===== src/rtl/reset_release_sequencer.sv =====
`default_nettype none
// ============================================================================
// Module   : reset_release_sequencer
// Purpose  : Synchronizes a reset request and releases NUM_DOMAINS resets in
//            order, each gated on the previous domain's ready acknowledge.
// Revision : 1.0
// ============================================================================
module reset_release_sequencer #(
  parameter int SYNC_STAGES = 3,
  parameter int HOLD_CYCLES = 16,
  parameter int NUM_DOMAINS = 4,
  parameter int ACK_TIMEOUT = 255,
  parameter int CNT_W       = 8
) (
  input  logic                   clk,
  input  logic                   rst,
  input  logic                   req_in,
  input  logic [NUM_DOMAINS-1:0] ack_in,
  output logic [NUM_DOMAINS-1:0] rst_out,
  output logic                   done,
  output logic [NUM_DOMAINS-1:0] err
);

  localparam int IDX_W = (NUM_DOMAINS > 1) ? $clog2(NUM_DOMAINS) : 1;

  localparam logic [1:0] S_ASSERT = 2'd0;
  localparam logic [1:0] S_HOLD   = 2'd1;
  localparam logic [1:0] S_WAIT   = 2'd2;
  localparam logic [1:0] S_RUN    = 2'd3;

  localparam logic [CNT_W-1:0]       C_HOLD_LAST = CNT_W'(HOLD_CYCLES - 1);
  localparam logic [CNT_W-1:0]       C_ACK_LAST  = CNT_W'(ACK_TIMEOUT - 1);
  localparam logic [IDX_W-1:0]       C_IDX_LAST  = IDX_W'(NUM_DOMAINS - 1);
  localparam logic [NUM_DOMAINS-1:0] C_ONE       = NUM_DOMAINS'(1);

  logic [SYNC_STAGES-1:0] r_sync;
  logic [1:0]             r_state;
  logic [IDX_W-1:0]       r_idx;
  logic [CNT_W-1:0]       r_cnt;
  logic [NUM_DOMAINS-1:0] r_rst_out;
  logic                   r_done;
  logic [NUM_DOMAINS-1:0] r_err;

  logic                   w_req_s;
  logic [NUM_DOMAINS-1:0] w_idx_mask;
  logic                   w_ack_sel;

  assign w_req_s    = r_sync[SYNC_STAGES-1];
  assign w_idx_mask = C_ONE << r_idx;
  // Mask-based select keeps the index in range for any NUM_DOMAINS.
  assign w_ack_sel  = |(ack_in & w_idx_mask);

  always_ff @(posedge clk) begin
    if (rst) begin
      r_sync    <= '1;
      r_state   <= S_ASSERT;
      r_idx     <= '0;
      r_cnt     <= '0;
      r_rst_out <= '1;
      r_done    <= 1'b0;
      r_err     <= '0;
    end else begin
      r_sync <= {r_sync[SYNC_STAGES-2:0], req_in};
      // A returning request overrides any ack or timeout in the same cycle.
      if (r_state != S_ASSERT && w_req_s) begin
        r_state   <= S_ASSERT;
        r_idx     <= '0;
        r_cnt     <= '0;
        r_rst_out <= '1;
        r_done    <= 1'b0;
      end else begin
        case (r_state)
          S_ASSERT: begin
            r_rst_out <= '1;
            r_done    <= 1'b0;
            r_idx     <= '0;
            r_cnt     <= '0;
            if (!w_req_s) begin
              r_state <= S_HOLD;
            end
          end
          S_HOLD: begin
            if (r_cnt == C_HOLD_LAST) begin
              r_state   <= S_WAIT;
              r_idx     <= '0;
              r_cnt     <= '0;
              r_rst_out <= r_rst_out & ~C_ONE;
            end else begin
              r_cnt <= r_cnt + 1'b1;
            end
          end
          S_WAIT: begin
            if (w_ack_sel || (r_cnt == C_ACK_LAST)) begin
              if (!w_ack_sel) begin
                r_err <= r_err | w_idx_mask;
              end
              r_cnt <= '0;
              if (r_idx == C_IDX_LAST) begin
                r_state <= S_RUN;
                r_done  <= 1'b1;
              end else begin
                r_idx     <= r_idx + 1'b1;
                r_rst_out <= r_rst_out & ~(w_idx_mask << 1);
              end
            end else begin
              r_cnt <= r_cnt + 1'b1;
            end
          end
          S_RUN: begin
            r_done    <= 1'b1;
            r_rst_out <= '0;
          end
          default: begin
            r_state   <= S_ASSERT;
            r_rst_out <= '1;
            r_done    <= 1'b0;
          end
        endcase
      end
    end
  end

  assign rst_out = r_rst_out;
  assign done    = r_done;
  assign err     = r_err;

endmodule
`default_nettype wire

===== config.mk =====
export PLATFORM = sky130hd
export DESIGN_NAME = reset_release_sequencer
export DESIGN_NICKNAME = d
export VERILOG_FILES = /design/src/rtl/reset_release_sequencer.sv
export SDC_FILE = /design/constraint.sdc
export NUM_CORES = 1
export LEC_CHECK = 0
export ABC_AREA = 0
export BUFFER_PORTS_ARGS = -buffer_cell sky130_fd_sc_hd__buf_2
export CELL_PAD_IN_SITES_DETAIL_PLACEMENT = 0
export CELL_PAD_IN_SITES_GLOBAL_PLACEMENT = 1
export CORE_ASPECT_RATIO = 1.75
export CORE_MARGIN = 10
export CORE_UTILIZATION = 42
export CTS_CLUSTER_DIAMETER = 100
export DETAILED_ROUTE_END_ITERATION = 10
export PLACE_DENSITY = 0.77
export SLEW_MARGIN = 20
export SYNTH_ARGS = -nofsm -noshare
export SYNTH_HDL_FRONTEND = slang
export SYNTH_SLANG_ARGS = --single-unit

===== constraint.sdc =====
create_clock -name clk -period 2.1 [get_ports clk]
set_input_delay 0.42 -clock clk [delete_from_list [all_inputs] [get_ports clk]]
set_output_delay 0.42 -clock clk [all_outputs]
set_load 0.02 [all_outputs]

==> run summary <==
The flow ran to the end, and the final reports show no timing, DRC or antenna violations. The die is 61.8 µm wide. The run gives 148 as the synthesized netlist cell count. On the worst path, the slowest cell contributes a delay of 0.42 ns. Clock-pin slew was measured on the worst setup and hold paths at 0.09 ns. Entering global routing, the biggest net connects 15 pins. The tools report the starting utilization of the core area as 43.8%.

The tools report the critical path capture point type as a register. For this design the total switching power over the nets is 0.558 mW. The layout has 298 filler cells. The cell with the most instances after synthesis is sky130_fd_sc_hd__dfxtp_1. The largest fanout of any net on the critical path is 7.

By startpoint and endpoint, the worst setup path is classified as reg -> reg. Net switching is 35.7% of the power. In this run, flip-flops and latches consume 35.2% of the power. 0 antenna diodes ended up in the layout.

The post-synthesis sequential element count is 24, and the number of violations of the max-capacitance limit is 0. The clock network burns 26.0% of the power. The top cell type by area accounts for 37.4% of the synthesized area. For the setup skew after layout, the log shows 0.00692 ns. Summed over all nets, the half-perimeter wirelength after detailed placement is 2.36 mm.

The maximum clock rate was 0.509 GHz. The first global-routing pass estimated 5.28 mm of wire. In this run, post-CTS hold repair placed 0 buffers. Summing all non-filler instances in the final layout gives an area of 0.00148 mm².

Number of antenna violations at the first check in global routing: 0. Once placement finished, the instance area stood at 0.00140 mm². Distinct cell type count of the synthesized netlist: 34.

For this design, the slowest cell found on the critical path is sky130_fd_sc_hd__o41a_1. The deepest level of the CTS H-tree was 1; the post-CTS setup buffer count was 0. The tools report the maximum resistive drop on vdd as 0.000584 V. The logs give 24 for the total number of clock tree sinks and 38.8% for the part of the total power dissipated in combinational logic. At the end of the flow the core is filled with cells to 50.6%. Measured against its own limit, the worst slew margin works out to 71.1%.

Among all flip-flop cells after synthesis, the most frequent one is sky130_fd_sc_hd__dfxtp_1. For the smallest hold slack, the log shows 0.320 ns. In this run, CTS created clock tree buffers numbering 3. The final layout contains routed wiring with a total length of 2.94 mm. For the netlist area before placement, the log shows 0.00128 mm².

The final-report hold violation count was 0; the residual overflow from global routing was 0. Setup repair after global routing could not meet its margin everywhere. Data on the critical path is required at its endpoint by 2.27 ns. The synthesized area per cell works out to 8.67 µm². The proportion of synthesized flip-flops having asynchronous set or reset is 0%, and the number of remaining DRC errors is 0.

The commonest cells after synthesis are sky130_fd_sc_hd__dfxtp_1, sky130_fd_sc_hd__nand2_1, sky130_fd_sc_hd__ha_1, sky130_fd_sc_hd__a21oi_1, sky130_fd_sc_hd__nor2_1. The post-placement cell count was 190; the total power divided by cell area was 1060 mW/mm². Count of warnings emitted by yosys: 0. For this run, the total global-route usage over all layers was measured as 11.7%. No sink is reached through more buffers than the 2 on the longest clock path.

Setup violations remaining at the end of the flow were counted as 0. Die height: 93.1 µm. The clock period minus final worst setup slack came out at 1.97 ns. STA classifies the critical path startpoint as a register.

For this block, the via count after detailed routing is 1,118. Summed over all instances, the cell type with the most area after synthesis is sky130_fd_sc_hd__dfxtp_1. At the end of the flow, the number of nets in the layout was 185. The pre-antenna-repair detailed-routing pass consisted of 4 iterations. The number of resized instances in the post-cts repair step is 0, and the area enclosed by the die boundary is 0.00575 mm². The portion of the clock cycle consumed by the worst path in the final layout works out to 93.6%. For the final routed database, the setup TNS stands at 0 ns. After detailed routing, the average wire length per cell comes to 15.2 µm. The number of nets in the synthesized netlist is 166. Once detail routing completed, the nets flagged for antenna violations numbered 0.

Area growth from synthesis to layout: 15.5%. The post-route netlist has 24.1% of its cells at a drive strength greater than 1. The later pin in the worst-skew pair is clocked with a latency of 0.27 ns.

Cell internal power was estimated by the tool at 1.01 mW. The critical path goes through ha_1 -> nand4b_1 -> o41a_1 -> a21oi_2 -> a211oi_1 -> a31o_2. Sorting the synthesized cells by area gives the leading types as sky130_fd_sc_hd__dfxtp_1, sky130_fd_sc_hd__ha_1, sky130_fd_sc_hd__nand2_1, sky130_fd_sc_hd__a21oi_1, sky130_fd_sc_hd__a211o_1. The actual slew at the worst max-slew pin works out to 0.431 ns.

TritonCTS built the clock tree. CTS root buffer: sky130_fd_sc_hd__clkbuf_8. Arrival time at the worst endpoint: 2.13 ns. The final weighted congestion in routability-driven placement was 0.806; the number of cell rows was 26. The detailed router finished its first iteration with 26 violations. Port buffering added 15 buffers. In this run, synthesis inferred 0 flip-flops with an integrated enable.

In this run the static leakage power is 0.574 nW. Sequential area share after synthesis: 37.4%. The count of cells in the finished layout, fillers not included, comes to 194. Dividing the detail-routed via count by the number of cells gives 5.76. The min-delay analysis places its worst path in the category in -> reg. The tools report the number of global-route vias before repair as 1,180. The standard cell core area is 0.00293 mm², and the number of pins with negative max-slew slack in the final report is 0. During I/O placement, the number of pins put on the boundary was 16.
-- worst paths after layout --
path | start | to | slack, ns | cells past startpoint
hold / removal | req_in | r_sync[0] | 0.32 | 2
setup / recovery | r_cnt[0] | r_cnt[4] | 0.13 | 6
setup reg to reg | r_cnt[0] | r_cnt[4] | 0.13 | 6
hold reg to reg | r_sync[0] | r_sync[1] | 0.42 | 1
-- critical path, delay by kind of cell (launching register included) --
kind            cells  cell delay (ns)
flops               1             0.39
simple gates        1             0.13
compound gates      4             1.07
fa+ha+maj           1             0.27
-- area by class of cell --
class | instances | area, µm² | area share (%)
timing repair buffer | 19 | 105 | 7.09
multi-input combinational | 113 | 768 | 51.8
inverter | 6 | 22.5 | 1.52
sequential | 24 | 480 | 32.4
clock inverter | 1 | 30.0 | 2.03
tap | 28 | 35.0 | 2.36
clock buffer | 3 | 41.3 | 2.78
-- registers in the layout, indices dropped and copies added (netlist names) --
| name | cells |
|---|---|
| rst_out | 4 |
| r_state | 2 |
| err | 4 |
| r_cnt | 8 |
| done | 1 |
| r_idx | 2 |
| r_sync | 3 |
-- cells in the final DEF, fill, tap and decap left out, types with 2 or more instances in the layout --
cell type / Yosys / layout
sky130_fd_sc_hd__nor2b_1: 3 / 3
sky130_fd_sc_hd__clkbuf_8: 0 / 3
sky130_fd_sc_hd__nor2_1: 9 / 9
sky130_fd_sc_hd__nand4_1: 4 / 4
sky130_fd_sc_hd__a211oi_2: 2 / 2
sky130_fd_sc_hd__a21oi_2: 2 / 2
sky130_fd_sc_hd__a21oi_1: 10 / 10
sky130_fd_sc_hd__o21ai_0: 2 / 2
sky130_fd_sc_hd__nand2b_1: 4 / 4
sky130_fd_sc_hd__buf_4: 0 / 4
sky130_fd_sc_hd__nor3_1: 3 / 3
sky130_fd_sc_hd__a221o_1: 3 / 3
sky130_fd_sc_hd__o31ai_1: 2 / 2
sky130_fd_sc_hd__or2_2: 7 / 7
sky130_fd_sc_hd__dfxtp_1: 24 / 24
sky130_fd_sc_hd__ha_1: 11 / 11
sky130_fd_sc_hd__a211o_1: 5 / 5
sky130_fd_sc_hd__buf_2: 0 / 15
sky130_fd_sc_hd__and2_1: 3 / 3
sky130_fd_sc_hd__inv_1: 6 / 6
sky130_fd_sc_hd__nand2_1: 19 / 19
sky130_fd_sc_hd__a31o_2: 2 / 2
sky130_fd_sc_hd__a211oi_1: 3 / 3
sky130_fd_sc_hd__nand3_1: 5 / 5
sky130_fd_sc_hd__or3_1: 3 / 3
-- power by group through the flow --
stage          clock network (mW)  registers (mW)  logic (mW)
3_5_place_dp                    0           0.562       0.617
4_1_cts                     0.415           0.552       0.617
5_1_grt                     0.435           0.563       0.692
6_report                    0.407           0.551       0.606
2_1_floorplan                   0           0.613       0.375
3_3_place_gp                    0           0.562       0.606
-- per-stage QoR --
| step | total power [mW] | setup WS [ns] |
|---|---|---|
| floorplan | 0.988 | 0.238 |
| global placement | 1.17 | 0.164 |
| detailed placement | 1.18 | 0.114 |
| CTS | 1.58 | 0.102 |
| global route | 1.69 | -0.0203 |
| finish | 1.56 | 0.134 |
-- cell families after synthesis --
| logic type | share of synthesized area, % |
|---|---|
| multiplexers | 0.780 |
| AND/OR/NAND/NOR | 27.7 |
| AO/OA/AOI/OAI | 20.1 |
| adder cells (fa/ha/maj) | 10.7 |
| buffers and inverters | 3.31 |
| flip-flops | 37.4 |
-- routing by layer --
metal  part of all wire, %  track usage [%]  routed length (µm)  up-vias
li1                      -                -                   -      562
met1                    39             11.7                1150      529
met2                    55             22.1                1620       22
met3                   4.1             2.44                 121        5
met4                   1.6             4.12                  46        0
met5                     0                0                   0        -
Power figures use the tool's default switching activity.
